File: src/rtl/frame_seq_gen_if.sv
// frame_seq_gen_if: host request, frame strobes and progress acknowledge for frame_seq_gen.
// The abort input exists only when FRAME_SEQ_GEN_ABORT_EN is defined.
interface frame_seq_gen_if #(
  parameter int FRAME_LEN_W = 8,
  parameter int BURST_CNT_W = 4
);
  logic req, req_mode, req_ready;
  logic [FRAME_LEN_W-1:0] req_frame_len;
  logic [BURST_CNT_W-1:0] req_burst_cnt;
  logic frameStart, mode, frameEnd, burstDone, progress, busy, ack_err;
`ifdef FRAME_SEQ_GEN_ABORT_EN
  logic abort;
  modport master (
    input  req, req_mode, req_frame_len, req_burst_cnt, progress, abort,
    output req_ready, frameStart, mode, frameEnd, burstDone, busy, ack_err
  );
  modport slave (
    output req, req_mode, req_frame_len, req_burst_cnt, progress, abort,
    input  req_ready, frameStart, mode, frameEnd, burstDone, busy, ack_err
  );
`else
  modport master (
    input  req, req_mode, req_frame_len, req_burst_cnt, progress,
    output req_ready, frameStart, mode, frameEnd, burstDone, busy, ack_err
  );
  modport slave (
    output req, req_mode, req_frame_len, req_burst_cnt, progress,
    input  req_ready, frameStart, mode, frameEnd, burstDone, busy, ack_err
  );
`endif
endinterface

File: src/rtl/frame_seq_gen.sv
// frame_seq_gen: sequences frameStart/frameEnd/burstDone for single or burst transactions and
// waits for a fresh progress acknowledge with timeout; FRAME_SEQ_GEN_ABORT_EN adds an abort input.
module frame_seq_gen #(
  parameter int FRAME_LEN_W = 8,
  parameter int BURST_CNT_W = 4,
  parameter int GAP_CYCLES  = 2,
  parameter int ACK_TIMEOUT = 16
) (
  input logic             clk,
  input logic             reset_n,
  frame_seq_gen_if.master bus
);
  localparam int TW = $clog2(ACK_TIMEOUT + 1);
  localparam int GW = GAP_CYCLES > 0 ? $clog2(GAP_CYCLES + 1) : 1;
  typedef enum logic [2:0] {IDLE, START, FRAME, GAP, BDONE, ACK_WAIT} state_t;
  state_t state_q;
  logic mode_q, first_q, seen_low_q, abt_q;
  logic fs_q, fe_q, bd_q, ready_q, busy_q, err_q;
  logic [FRAME_LEN_W-1:0] len_q, fcnt_q;
  logic [BURST_CNT_W-1:0] rem_q;
  logic [GW-1:0] gcnt_q;
  logic [TW-1:0] tcnt_q;
  logic abort;
`ifdef FRAME_SEQ_GEN_ABORT_EN
  assign abort = bus.abort && (state_q inside {START, FRAME, GAP});
`else
  assign abort = 1'b0;
`endif
  // fcnt_q holds data cycles still to come in the current frame, rem_q frames still to come in the burst
  always_ff @(posedge clk or negedge reset_n)
    if (!reset_n) begin
      state_q    <= IDLE;
      mode_q     <= 1'b0;
      first_q    <= 1'b0;
      seen_low_q <= 1'b0;
      abt_q      <= 1'b0;
      fs_q       <= 1'b0;
      fe_q       <= 1'b0;
      bd_q       <= 1'b0;
      ready_q    <= 1'b1;
      busy_q     <= 1'b0;
      err_q      <= 1'b0;
      len_q      <= '0;
      fcnt_q     <= '0;
      rem_q      <= '0;
      gcnt_q     <= '0;
      tcnt_q     <= '0;
    end else begin
      fs_q  <= 1'b0;
      fe_q  <= 1'b0;
      bd_q  <= 1'b0;
      err_q <= 1'b0;
      // a low progress only counts once the first frameStart is behind us, so a stale high is rejected
      if (state_q != IDLE && !(state_q == START && first_q))
        seen_low_q <= seen_low_q | ~bus.progress;
      if (abort) begin
        state_q <= BDONE;
        fe_q    <= ~mode_q;
        bd_q    <= mode_q;
        abt_q   <= 1'b1;
      end else
        case (state_q)
          IDLE:
            if (bus.req) begin
              state_q    <= START;
              fs_q       <= 1'b1;
              mode_q     <= bus.req_mode;
              first_q    <= 1'b1;
              seen_low_q <= 1'b0;
              len_q      <= bus.req_frame_len == '0 ? FRAME_LEN_W'(1) : bus.req_frame_len;
              rem_q      <= bus.req_mode && bus.req_burst_cnt != '0 ? bus.req_burst_cnt - 1'b1 : '0;
              ready_q    <= 1'b0;
              busy_q     <= 1'b1;
            end
          START: begin
            state_q <= FRAME;
            first_q <= 1'b0;
            fcnt_q  <= len_q - 1'b1;
            fe_q    <= len_q == FRAME_LEN_W'(1);
          end
          FRAME:
            if (fcnt_q != '0) begin
              fcnt_q <= fcnt_q - 1'b1;
              fe_q   <= fcnt_q == FRAME_LEN_W'(1);
            end else if (rem_q != '0) begin
              rem_q <= rem_q - 1'b1;
              if (GAP_CYCLES == 0) begin
                state_q <= START;
                fs_q    <= 1'b1;
              end else begin
                state_q <= GAP;
                gcnt_q  <= GW'(GAP_CYCLES - 1);
              end
            end else if (mode_q) begin
              state_q <= BDONE;
              bd_q    <= 1'b1;
            end else begin
              state_q <= ACK_WAIT;
              tcnt_q  <= '0;
            end
          GAP:
            if (gcnt_q != '0) gcnt_q <= gcnt_q - 1'b1;
            else begin
              state_q <= START;
              fs_q    <= 1'b1;
            end
          BDONE:
            if (abt_q) begin
              state_q <= IDLE;
              mode_q  <= 1'b0;
              abt_q   <= 1'b0;
              ready_q <= 1'b1;
              busy_q  <= 1'b0;
            end else begin
              state_q <= ACK_WAIT;
              tcnt_q  <= '0;
            end
          ACK_WAIT:
            if ((seen_low_q && bus.progress) || tcnt_q == TW'(ACK_TIMEOUT - 1)) begin
              state_q <= IDLE;
              mode_q  <= 1'b0;
              ready_q <= 1'b1;
              busy_q  <= 1'b0;
              err_q   <= ~(seen_low_q && bus.progress);
            end else tcnt_q <= tcnt_q + 1'b1;
          default: state_q <= IDLE;
        endcase
    end
  assign bus.req_ready  = ready_q;
  assign bus.busy       = busy_q;
  assign bus.frameStart = fs_q;
  assign bus.frameEnd   = fe_q;
  assign bus.burstDone  = bd_q;
  assign bus.mode       = mode_q;
  assign bus.ack_err    = err_q;
endmodule
File: src/flat_wrapper.sv
// flat-port wrapper written by rule: the top's interface ports become plain ports
module frame_seq_gen_flat 
#(
  parameter int FRAME_LEN_W = 8,
  parameter int BURST_CNT_W = 4,
  parameter int GAP_CYCLES  = 2,
  parameter int ACK_TIMEOUT = 16
)
  (clk, reset_n, bus_req, bus_req_mode, bus_req_frame_len, bus_req_burst_cnt, bus_progress, bus_req_ready, bus_frameStart, bus_mode, bus_frameEnd, bus_burstDone, bus_busy, bus_ack_err);
  frame_seq_gen_if #(.FRAME_LEN_W(FRAME_LEN_W), .BURST_CNT_W(BURST_CNT_W)) bus_i ();
  input logic clk;
  input logic reset_n;
  input wire logic [$bits(bus_i.req)-1:0] bus_req;
  input wire logic [$bits(bus_i.req_mode)-1:0] bus_req_mode;
  input wire logic [$bits(bus_i.req_frame_len)-1:0] bus_req_frame_len;
  input wire logic [$bits(bus_i.req_burst_cnt)-1:0] bus_req_burst_cnt;
  input wire logic [$bits(bus_i.progress)-1:0] bus_progress;
  output wire logic [$bits(bus_i.req_ready)-1:0] bus_req_ready;
  output wire logic [$bits(bus_i.frameStart)-1:0] bus_frameStart;
  output wire logic [$bits(bus_i.mode)-1:0] bus_mode;
  output wire logic [$bits(bus_i.frameEnd)-1:0] bus_frameEnd;
  output wire logic [$bits(bus_i.burstDone)-1:0] bus_burstDone;
  output wire logic [$bits(bus_i.busy)-1:0] bus_busy;
  output wire logic [$bits(bus_i.ack_err)-1:0] bus_ack_err;
  assign bus_i.req = bus_req;
  assign bus_i.req_mode = bus_req_mode;
  assign bus_i.req_frame_len = bus_req_frame_len;
  assign bus_i.req_burst_cnt = bus_req_burst_cnt;
  assign bus_i.progress = bus_progress;
  assign bus_req_ready = bus_i.req_ready;
  assign bus_frameStart = bus_i.frameStart;
  assign bus_mode = bus_i.mode;
  assign bus_frameEnd = bus_i.frameEnd;
  assign bus_burstDone = bus_i.burstDone;
  assign bus_busy = bus_i.busy;
  assign bus_ack_err = bus_i.ack_err;
  frame_seq_gen #(.FRAME_LEN_W(FRAME_LEN_W), .BURST_CNT_W(BURST_CNT_W), .GAP_CYCLES(GAP_CYCLES), .ACK_TIMEOUT(ACK_TIMEOUT)) u_core (.clk(clk), .reset_n(reset_n), .bus(bus_i));
endmodule
File: config.mk
export PLATFORM = sky130hd
export DESIGN_NAME = frame_seq_gen_flat
export DESIGN_NICKNAME = d
export VERILOG_FILES = /design/src/rtl/frame_seq_gen_if.sv /design/src/rtl/frame_seq_gen.sv /design/src/flat_wrapper.sv
export SDC_FILE = /design/constraint.sdc
export NUM_CORES = 1
export LEC_CHECK = 0
export ABC_AREA = 1
export ABC_CLOCK_PERIOD_IN_PS = 2300
export BUFFER_PORTS_ARGS = -buffer_cell sky130_fd_sc_hd__buf_2
export CAP_MARGIN = 0
export CELL_PAD_IN_SITES_DETAIL_PLACEMENT = 1
export CELL_PAD_IN_SITES_GLOBAL_PLACEMENT = 1
export CORE_MARGIN = 5
export CORE_UTILIZATION = 45
export CTS_BUF_LIST = sky130_fd_sc_hd__clkbuf_2 sky130_fd_sc_hd__clkbuf_4 sky130_fd_sc_hd__clkbuf_8
export CTS_CLUSTER_SIZE = 8
export DETAILED_ROUTE_END_ITERATION = 7
export GPL_ROUTABILITY_DRIVEN = 0
export PLACE_DENSITY_LB_ADDON = 0.1
export SYNTH_ARGS = -nofsm -noshare
export SYNTH_HDL_FRONTEND = slang
export SYNTH_SLANG_ARGS = --single-unit
File: constraint.sdc
create_clock -name clk -period 2.3 [get_ports clk]
set_input_delay 0.115 -clock clk [delete_from_list [all_inputs] [get_ports clk]]
set_output_delay 0.115 -clock clk [all_outputs]
set_load 0.02 [all_outputs]
==> results.md <==
* TritonCTS buffer count at 5
* Slew @ Worst Pin at just over 0.9 ns
* Fillers at a little over 700
* Mux cell area share after synthesis at 0%
* Final Hold Viols at 0
* Max VDD drop at between 0.5 and 0.6 mV
* CTS sink count at 39
* CP max FO at 5
* Routed vias at between 2,000 and 2,500
* Setup crit end: u_core.tcnt_q[2]$_DFFE_PN0P_
* Post-Syn Area at around 2500 sq um
* Critical Path Source: u_core.rem_q[0]$_DFFE_PN0P_
* CORE AREA at about 5400 sq um
* Final setup vio count at 0
* Initial Util at between 40% and 50%
* Antenna viol nets, final at 0
* Mapped Cells at roughly 340
* First-pass GRT wire length at between 10,000 and 15,000 um
* Slew Limit Fails at 0
* Yosys reg bits at 39
* Layout area overhead at 11.1%
* Sequential area share after synthesis at roughly two fifths
* Synth Net Count at approximately 360
* R2R depth at 11
* Tcrit/Tclk final at between 70% and 80%
* Worst Path Required at between 2 and 2.5 ns
* CP Class: register to register
* Final wirelength at a little over 6000 um
* # port buffers at 23
* Fin crit period at ~1.7 ns
* Layout Nets at approximately 400
* GRT Util Overall at 19.2%
* Reg-to-Reg End: u_core.tcnt_q[2]$_DFFE_PN0P_
* DP Wirelength at 4740 um
* IO Count at 24
* Clk_lat worst skew at just under 0.3 ns
* CP endpoint kind: register
* DRC viols at 0
* Status: complete, no violations
* Clock Power Share at a little over an eighth
* Die X at roughly 84 um
* Clk pin slew, worst setup/hold paths at around 0.080 ns
* Final core occ at between 50 and 60%
* Pin count of the biggest net entering global routing at 40
* Die height at about 84 um
* Wire per inst at roughly 14 um
* Maxcap violations at 0
* Xor and xnor fraction of the mapped netlist area at under 10%
* Adder-Cell Fraction of Synth Area at 5.06%
* R2r startpoint: u_core.rem_q[0]$_DFFE_PN0P_
* CTS root buf: clkbuf_8
* Combinational share of power at 53.9%
* Die ar. at ~7100 sq um
* TritonCTS clock tree: done
* Switching share of total power at about half
* RSZ-0062 raised after global routing: no
* CP Launch Type: register
* H-tree depth at 2
* Synth Area in Simple Gates at a little over a third
* Int Pwr at 1.89 mW
* Largest family of logic cells by synthesized area: simple AND/OR/NAND/NOR gates
* Syn Area/Cell at 7.36 sq um
* Pwr dens at 1380 nW/um^2
* Net Sw Power at approximately 1.9 mW
* Relative slew slack at 39.2%
* Maximum buffer depth of the clock tree at 2
* Compound-Gate Fraction of Synth Area at under 10%
* 1st-pass router iterations at 4
* Crit path DAT at a little under 2 ns
* Gr ovfl total at 0
* Ratio of cells with drive above 1 in the final layout at ~15%
* Clock skew at 0.00987 ns
* Initial DRC count at between 50 and 60
* Cell Rows at 27
* Vias in the first global route at around 2,400
* Sequential share of power at approximately a third
* Initial antenna violation count at 0
* Setup TNS at 0 ns
* Syn. warnings at 0
* Pleak at ~1.4 nW
* Yosys cell types at 32
* Diode count at 0
* Worst R2R Setup Slack at between 0.5 and 0.6 ns
* DR vias/cell at a little over 5
* Hold WC Path Type: primary input to register
* FMAX at between 500 and 600 MHz
-- logic make-up (layout without fill, tap and decap cells) --
group	Yosys count	count (layout)
flops	39	39
simple gates	191	191
buf+inv	50	78
fa+ha+maj	10	10
compound gates	43	43
xor+xnor	3	3
-- timing repair --
item,CTS,global route
hold buffers,1,0
gates resized for setup,0,0
endpoints found under the setup margin,0,0
buffers inserted,0,0
endpoints found under the hold margin,38,0
-- power groups by stage --
stage          combinational, mW  clock (mW)  sequential, mW
6_report                    2.04       0.498            1.25
2_1_floorplan               1.62           0            1.19
3_5_place_dp                2.06           0            1.26
3_3_place_gp                1.99           0            1.25
4_1_cts                     2.08       0.518            1.25
5_1_grt                     2.37       0.552            1.29
-- through the flow --
stage	cells	setup WS (ns)	total power, mW	hold slack, ns	instance area (sq um)
2_1_floorplan	336	0.708	2.81	-0.181	2470
3_5_place_dp	427	0.540	3.32	0.312	2650
3_3_place_gp	427	0.614	3.24	0.292	2650
6_report	436	0.559	3.79	0.0366	2750
4_1_cts	436	0.530	3.85	0.0315	2750
5_1_grt	436	0.340	4.22	0.0337	2750
-- flip-flops by register name, indices dropped and copies added (netlist names), 2 cells and up --
register	flops
u_core.len_q	8
u_core.tcnt_q	5
u_core.rem_q	4
u_core.gcnt_q	2
u_core.state_q	3
u_core.fcnt_q	8
-- cells in the mapped netlist --
| master | count | area share, % |
|---|---|---|
| inv_1 | 45 | 6.8 |
| nand3b_4 | 1 | 0.81 |
| nand2_4 | 3 | 1.4 |
| nor2_1 | 30 | 4.6 |
| buf_6 | 1 | 0.46 |
| o21ai_1 | 1 | 0.20 |
| nor3_1 | 4 | 0.81 |
| o22ai_1 | 2 | 0.51 |
| o21ai_4 | 1 | 0.66 |
| o21a_1 | 1 | 0.30 |
| nor2_2 | 3 | 0.76 |
| nand4_1 | 5 | 1.3 |
| nor2_4 | 5 | 2.3 |
| or2_2 | 2 | 0.51 |
| nand3b_1 | 1 | 0.30 |
| o21ai_2 | 3 | 1.1 |
| nand2_1 | 105 | 16 |
| o21ai_0 | 26 | 5.3 |
| nand3_2 | 2 | 0.81 |
| dfstp_2 | 1 | 1.1 |
| nor3b_1 | 1 | 0.30 |
| nand3_1 | 26 | 5.3 |
| a21oi_1 | 9 | 1.8 |
| nor2_8 | 1 | 0.81 |
| inv_2 | 1 | 0.15 |
| ha_1 | 10 | 5.1 |
| dfrtp_1 | 38 | 38 |
| xnor2_1 | 1 | 0.35 |
| nand2_2 | 2 | 0.51 |
| buf_2 | 1 | 0.20 |
| buf_4 | 2 | 0.61 |
| xor2_1 | 2 | 0.71 |
-- placed cells by master, fill, tap and decap left out --
cell,n
nand2_2,2
nor2_2,3
o22ai_1,2
nand2_4,3
dlygate4sd3_1,1
xor2_1,2
clkbuf_8,5
clkbuf_4,3
o21ai_0,26
xnor2_1,1
nor3b_1,1
inv_1,45
nor2_4,5
nand3_2,2
nand3b_4,1
nor2_1,30
o21ai_1,1
ha_1,10
dfrtp_1,38
nand4_1,5
nor3_1,4
o21ai_4,1
nand2_1,105
or2_2,2
a21oi_1,9
dfstp_2,1
nand3_1,26
buf_2,23
o21ai_2,3
nand3b_1,1
nor2_8,1
inv_2,1
o21a_1,1
-- worst max-delay path: stages, from the launching register on --
cell and delay, ns:
dfrtp_1 0.41, inv_1 0.10, ha_1 0.17, inv_1 0.04, nor2_1 0.19, nand2_1 0.15
nand2_1 0.11, o21ai_1 0.08, nor2_2 0.16, nand2_2 0.11, nand2_1 0.07, nand2_1 0.05
-- worst min path at each step --
| stage | from | to | slack, ns | cells after the start |
|---|---|---|---|---|
| floorplan | reset_n | u_core.bus.ack_err$_DFF_PN0_ | -0.18 | 0 |
| global placement | reset_n | u_core.bus.ack_err$_DFF_PN0_ | 0.29 | 1 |
| detailed placement | reset_n | u_core.bus.ack_err$_DFF_PN0_ | 0.31 | 1 |
| CTS | bus_req_mode | u_core.bus.mode$_DFFE_PN0P_ | 0.03 | 3 |
| global route | bus_req_mode | u_core.bus.mode$_DFFE_PN0P_ | 0.03 | 3 |
| finish | bus_req_mode | u_core.bus.mode$_DFFE_PN0P_ | 0.04 | 3 |
-- area by class of cell --
cell class	count	area, sq um	area share, %
well taps	72	90.1	3.28
flip-flops and latches	39	977	35.6
repair buffers	24	125	4.55
multi-input cells	247	1290	47.0
inverters	46	173	6.28
clock buffers	8	91.3	3.32
-- per-layer routing --
metal	wire length (um)	share of wire [%]	GRT usage (%)	vias up
met5	0	0	0	-
met4	46	0.75	3.95	0
met3	195	3.2	3.95	4
met2	2940	48	33.2	30
met1	2940	48	24.7	1046
li1	-	-	-	1115
(Power assumes the default switching activity.)
